===== config.mk =====
export PLATFORM = sky130hd
export DESIGN_NAME = calc_prog_writer
export DESIGN_NICKNAME = d
export VERILOG_FILES = /design/src/rtl/calc_prog_writer.sv
export SDC_FILE = /design/constraint.sdc
export NUM_CORES = 1
export LEC_CHECK = 0
export ABC_AREA = 1
export CAP_MARGIN = 20
export CORE_AREA = 4 4 64 80
export CTS_CLUSTER_SIZE = 16
export DETAILED_ROUTE_END_ITERATION = 12
export DIE_AREA = 0 0 68 84
export PLACE_DENSITY = 0.87
export SLEW_MARGIN = 20
export SYNTH_ARGS = -nofsm -noshare
export SYNTH_HDL_FRONTEND = slang
export SYNTH_SLANG_ARGS = --single-unit
export TNS_END_PERCENT = 20

===== constraint.sdc =====
create_clock -name CLOCK_50 -period 1.86 [get_ports CLOCK_50]
set_clock_uncertainty 0.05 [all_clocks]
set_input_delay 0.465 -clock CLOCK_50 [delete_from_list [all_inputs] [get_ports CLOCK_50]]
set_output_delay 0.465 -clock CLOCK_50 [all_outputs]
set_load 0.005 [all_outputs]

===== src/rtl/calc_prog_writer.sv =====
// Program-entry front end for the stack calculator: validates switch-entered
// instruction words, writes them to the instruction RAM, and pads the rest with HALT.
module calc_prog_writer #(
    parameter int unsigned MEM_DEPTH = 16,
    parameter int unsigned STACK_MAX = 10,
    parameter logic [10:0] HALT_WORD = 11'b111_00000000
) (
    input  logic        CLOCK_50,
    input  logic        RESET_N,
    input  logic [2:0]  op_in,
    input  logic [7:0]  operand_in,
    input  logic        wr_strobe,
    input  logic        commit,
    input  logic        clear,
    output logic        mem_we,
    output logic [3:0]  mem_addr,
    output logic [10:0] mem_data,
    output logic [3:0]  prog_len,
    output logic [3:0]  depth,
    output logic [2:0]  err,
    output logic        busy,
    output logic        done
);

    localparam int unsigned AW = 4;
    localparam int unsigned PW = AW + 1;
    localparam int unsigned DW = 11;

    localparam logic [AW-1:0] LAST_ADDR = AW'(MEM_DEPTH - 1);
    localparam logic [3:0]    DEPTH_MAX = 4'(STACK_MAX);

    localparam logic [2:0] OP_ADD  = 3'b100;
    localparam logic [2:0] OP_SUB  = 3'b101;
    localparam logic [2:0] OP_MUL  = 3'b010;
    localparam logic [2:0] OP_PUSH = 3'b011;
    localparam logic [2:0] OP_HALT = 3'b111;

    localparam logic [2:0] ERR_NONE  = 3'b000;
    localparam logic [2:0] ERR_OPC   = 3'b001;
    localparam logic [2:0] ERR_UNDER = 3'b010;
    localparam logic [2:0] ERR_OVER  = 3'b011;
    localparam logic [2:0] ERR_FULL  = 3'b100;

    typedef enum logic [1:0] {
        S_LOAD = 2'd0,
        S_PAD  = 2'd1,
        S_DONE = 2'd2
    } state_t;

    state_t        state_q, state_d;
    // Extra MSB lets an accepted HALT in the last slot be told apart from address 0.
    logic [PW-1:0] ptr_q, ptr_d;
    logic [3:0]    depth_d, prog_len_d;
    logic [2:0]    err_d;
    logic          mem_we_d, busy_d, done_d;
    logic [AW-1:0] mem_addr_d;
    logic [DW-1:0] mem_data_d;

    logic wr_prev, commit_prev, clear_prev;
    logic wr_rise, commit_rise, clear_rise;
    logic is_legal, is_arith, is_push, is_halt;

    // One event per rising level of each control input.
    always_ff @(posedge CLOCK_50 or negedge RESET_N) begin
        if (!RESET_N) begin
            wr_prev     <= 1'b0;
            commit_prev <= 1'b0;
            clear_prev  <= 1'b0;
        end else begin
            wr_prev     <= wr_strobe;
            commit_prev <= commit;
            clear_prev  <= clear;
        end
    end

    assign wr_rise     = wr_strobe & ~wr_prev;
    assign commit_rise = commit & ~commit_prev;
    assign clear_rise  = clear & ~clear_prev;

    // Opcode classification.
    always_comb begin
        is_legal = 1'b0;
        is_arith = 1'b0;
        is_push  = 1'b0;
        is_halt  = 1'b0;
        case (op_in)
            OP_ADD, OP_SUB, OP_MUL: begin
                is_legal = 1'b1;
                is_arith = 1'b1;
            end
            OP_PUSH: begin
                is_legal = 1'b1;
                is_push  = 1'b1;
            end
            OP_HALT: begin
                is_legal = 1'b1;
                is_halt  = 1'b1;
            end
            default: ;
        endcase
    end

    // Next-state and registered-output logic.
    always_comb begin
        state_d    = state_q;
        ptr_d      = ptr_q;
        depth_d    = depth;
        err_d      = err;
        prog_len_d = prog_len;
        mem_we_d   = 1'b0;
        mem_addr_d = mem_addr;
        mem_data_d = mem_data;

        if (clear_rise) begin
            state_d    = S_LOAD;
            ptr_d      = '0;
            depth_d    = 4'd0;
            err_d      = ERR_NONE;
            prog_len_d = 4'd0;
        end else begin
            case (state_q)
                S_LOAD: begin
                    if (commit_rise) begin
                        prog_len_d = ptr_q[AW-1:0];
                        state_d    = S_PAD;
                    end else if (wr_rise) begin
                        if (!is_legal) begin
                            err_d = ERR_OPC;
                        end else if (is_arith && (depth < 4'd2)) begin
                            err_d = ERR_UNDER;
                        end else if (is_push && (depth == DEPTH_MAX)) begin
                            err_d = ERR_OVER;
                        end else if (!is_halt && (ptr_q[AW-1:0] == LAST_ADDR)) begin
                            err_d = ERR_FULL;
                        end else begin
                            mem_we_d   = 1'b1;
                            mem_addr_d = ptr_q[AW-1:0];
                            mem_data_d = {op_in, operand_in};
                            err_d      = ERR_NONE;
                            ptr_d      = ptr_q + PW'(1);
                            if (is_push) begin
                                depth_d = depth + 4'd1;
                            end else if (is_arith) begin
                                depth_d = depth - 4'd1;
                            end
                            if (is_halt) begin
                                prog_len_d = 4'(ptr_q + PW'(1));
                                state_d    = S_PAD;
                            end
                        end
                    end
                end
                S_PAD: begin
                    if (ptr_q[AW]) begin
                        ptr_d   = '0;
                        state_d = S_DONE;
                    end else begin
                        mem_we_d   = 1'b1;
                        mem_addr_d = ptr_q[AW-1:0];
                        mem_data_d = HALT_WORD;
                        if (ptr_q[AW-1:0] == LAST_ADDR) begin
                            ptr_d   = '0;
                            state_d = S_DONE;
                        end else begin
                            ptr_d = ptr_q + PW'(1);
                        end
                    end
                end
                S_DONE: ;
                default: state_d = S_LOAD;
            endcase
        end

        busy_d = (state_d == S_PAD);
        done_d = (state_d == S_DONE);
    end

    // State and output registers.
    always_ff @(posedge CLOCK_50 or negedge RESET_N) begin
        if (!RESET_N) begin
            state_q  <= S_LOAD;
            ptr_q    <= '0;
            depth    <= 4'd0;
            err      <= ERR_NONE;
            prog_len <= 4'd0;
            mem_we   <= 1'b0;
            mem_addr <= '0;
            mem_data <= '0;
            busy     <= 1'b0;
            done     <= 1'b0;
        end else begin
            state_q  <= state_d;
            ptr_q    <= ptr_d;
            depth    <= depth_d;
            err      <= err_d;
            prog_len <= prog_len_d;
            mem_we   <= mem_we_d;
            mem_addr <= mem_addr_d;
            mem_data <= mem_data_d;
            busy     <= busy_d;
            done     <= done_d;
        end
    end

endmodule


==> results.json, run 1 <==
{
  "outcome": "completed",
  "syn-num-nets": 305,
  "drc": 0,
  "root_buffer": "clkbuf_8",
  "fin_crit_ns": 1.78,
  "cpMaxStageDelayCell": "clkdlybuf4s50_1",
  "clk_latency_ns": 0.30,
  "initial_utilization": 0.492,
  "worstSetupPathDepth": 1,
  "required_ns": 1.34,
  "synth_most_common_cell": "nand2_1",
  "crit_type": "flip-flop to output port",
  "cts.htree.levels": 2,
  "gr-total-overflow": 0,
  "timing.critical_path.cells": "clkdlybuf4s50_1",
  "fmax_mhz": 563,
  "period_share": 0.956,
  "path_max_fanout": 4,
  "grt_max_degree": 40,
  "slew_violations": 0,
  "final-setup-viol-count": 0,
  "hold_class": "input pin to async pin",
  "cp-end-kind": "output port",
  "finalWeightedCongestion": 0.867,
  "critical_path.top_delay_family": "buffers and inverters",
  "grt_pass1_vias": 2046,
  "arrival_ns": 1.26,
  "ys_warn_count": 0,
  "cellPowerDensity_mw_per_mm2": 1100,
  "worstMarginPinSlew_ns": 0.435,
  "slew_headroom": 0.709,
  "drive_gt1_frac": 0.192,
  "path_clk_slew_ns": 0.08,
  "synth_edf_count": 0,
  "ys_async_sr_fraction": 1.00,
  "antenna_left": 0,
  "drt_pre_antenna_iters": 4,
  "critPathLaunchType": "flip-flop",
  "fp.dieH_um": 84,
  "core-area_sq_mm": 0.00439,
  "die_area_sq_mm": 0.00571,
  "ys_top_cells_by_count": "nand2_1, nand3_1, nor2_1",
  "port_buffers": 44,
  "leakage_nw": 1.60,
  "cpPeakStageDelay_ns": 0.53,
  "maxCapViolCount": 0,
  "nFillCells": 343,
  "hpwl_um": 3960,
  "num_vias": 2192,
  "syn_inst": 284,
  "die_w_um": 68,
  "grt_pass1_wl_um": 8940,
  "numCtsBuffers": 5,
  "synth_top_area_share": 0.452,
  "hold-worst-slack_ns": 0.0713,
  "design_area_sq_mm": 0.00309,
  "wl_per_cell_um": 13.0,
  "rows": 27,
  "yosys.area.top_type": "dfrtp_1",
  "ir_worst_vdd_mv": 0.810,
  "tritoncts": "done",
  "ys_seq_area_frac": 0.452,
  "hold_viol_final": 0,
  "synth_ff_type": "dfrtp_1",
  "drt_iter0_markers": 103,
  "netlist_area_sq_mm": 0.00216,
  "synth_cell_types": 29,
  "antennaDiodeCount": 0,
  "areaGrowthSynthToFinish_pct": 43.0,
  "r2r_cells": 9,
  "post-cts-setup-buffer-count": 0,
  "num_io_pins": 45,
  "cts_num_sinks": 39,
  "cts.path.max_buffers": 2,
  "drt-total-wl_um": 5510,
  "synth.area.top_cells": "dfrtp_1, nand2_1, nand3_1, nor2_1, inv_1",
  "fin_nets": 385,
  "via_per_inst": 5.18,
  "rsz0062_at_grt": "no",
  "critPathBufInv": 1,
  "place_area_sq_mm": 0.00290,
  "grt_util_all_layers": 0.202,
  "synth_seq_cells": 39,
  "syn_area_per_cell_sq_um": 7.60,
  "antenna_found_initial": 0
}
## worst paths after layout
path,from,to,slack [ns]
max in group asynchronous,RESET_N,depth[2]$_DFFE_PN0P_,1.49
worst min register to register,mem_data[0]$_DFFE_PN0P_,mem_data[0]$_DFFE_PN0P_,0.43
worst min-delay path,RESET_N,mem_data[0]$_DFFE_PN0P_,0.07
worst max-delay path,depth[1]$_DFFE_PN0P_,depth[1],0.08
min in group CLOCK_50,mem_data[0]$_DFFE_PN0P_,mem_data[0]$_DFFE_PN0P_,0.43
worst max register to register,ptr_q[0]$_DFFE_PN0P_,mem_data[2]$_DFFE_PN0P_,0.16
## layout by cell type (no fill, tap or decap), drive strengths merged
| cell type | synthesis | final |
|---|---|---|
| nand2 | 75 | 76 |
| nand3 | 47 | 47 |
| nor2 | 45 | 45 |
| clkdlybuf4s50 | 0 | 40 |
| dfrtp | 39 | 39 |
| buf | 7 | 38 |
| inv | 26 | 26 |
| a21oi | 11 | 11 |
| nand4 | 9 | 9 |
| o21ai | 6 | 6 |
| clkbuf | 2 | 5 |
| ha | 4 | 4 |
| xnor2 | 3 | 3 |
| dlymetal6s2s | 0 | 3 |
| xor2 | 2 | 2 |
| a31oi | 2 | 2 |
| or2 | 2 | 2 |
| clkinv | 0 | 2 |
| and3 | 1 | 1 |
| o21a | 1 | 1 |
| o31ai | 1 | 1 |
| fa | 1 | 1 |
| bufinv | 0 | 1 |
## report_power, final
part	switching (mW)	internal, mW
Clock	0.314	0.399
Combinational	0.648	0.769
Sequential	0.174	1.09
Total	1.14	2.26
## logic make-up after synthesis
group           count (synthesis)  share of synthesized area
simple gates                  179                      0.373
flops                          39                      0.452
buf+inv                        35                     0.0701
compound gates                 21                     0.0521
xor+xnor                        5                     0.0203
fa+ha+maj                       5                     0.0324
## per-layer routing
layer  wire length [um]  GRT usage
met5                  0          0
met4                145     0.0868
met3                358     0.0499
met2               2770      0.343
met1               2240      0.233
## state kept, by name (all words and copies together), names as in the netlist, 2 cells and up
signal,count
mem_data,11
ptr_q,5
depth,4
mem_addr,4
prog_len,4
err,3
state_q,2
## through the flow
stage / util / instances / TNS (ns) / total power [mW] / setup slack [ns]
6_report: 0.703 / 423 / 0 / 3.39 / 0.0822
5_1_grt: 0.703 / 423 / 0 / 3.64 / 0.00365
3_3_place_gp: 0.661 / 414 / -6.28 / 2.58 / -0.324
4_1_cts: 0.691 / 422 / 0 / 3.36 / 0.0139
2_1_floorplan: - / 284 / 0 / 1.89 / 0.183
3_5_place_dp: 0.661 / 414 / -7.34 / 2.62 / -0.382
## what timing repair did
action	in CTS	in global routing
hold buffers	0	0
pin swaps	0	3
gates resized for setup	3	14
cloned	0	1
endpoints found under the setup margin	7	26
## area by class of cell
class,instances,area [sq um],area share
Timing Repair Buffer,81,741,0.240
Tap cell,58,72.6,0.0235
Inverter,26,97.6,0.0316
Clock buffer,5,68.8,0.0223
Clock inverter,3,43.8,0.0142
Sequential cell,39,978,0.317
Multi-Input combinational cell,211,1090,0.352
(Power assumes the default switching activity.)
==> inputs of run 2 (changes only) <==
--- a/config.mk
+++ b/config.mk
@@ -6,9 +6,9 @@
 export NUM_CORES = 1
 export LEC_CHECK = 0
 export ABC_AREA = 1
+export ABC_CLOCK_PERIOD_IN_PS = 1860
 export CAP_MARGIN = 20
 export CORE_AREA = 4 4 64 80
-export CTS_CLUSTER_SIZE = 16
 export DETAILED_ROUTE_END_ITERATION = 12
 export DIE_AREA = 0 0 68 84
 export PLACE_DENSITY = 0.87
==> results of run 2 <==
The final DEF is identical to that of run 1; final timing and power are the same.
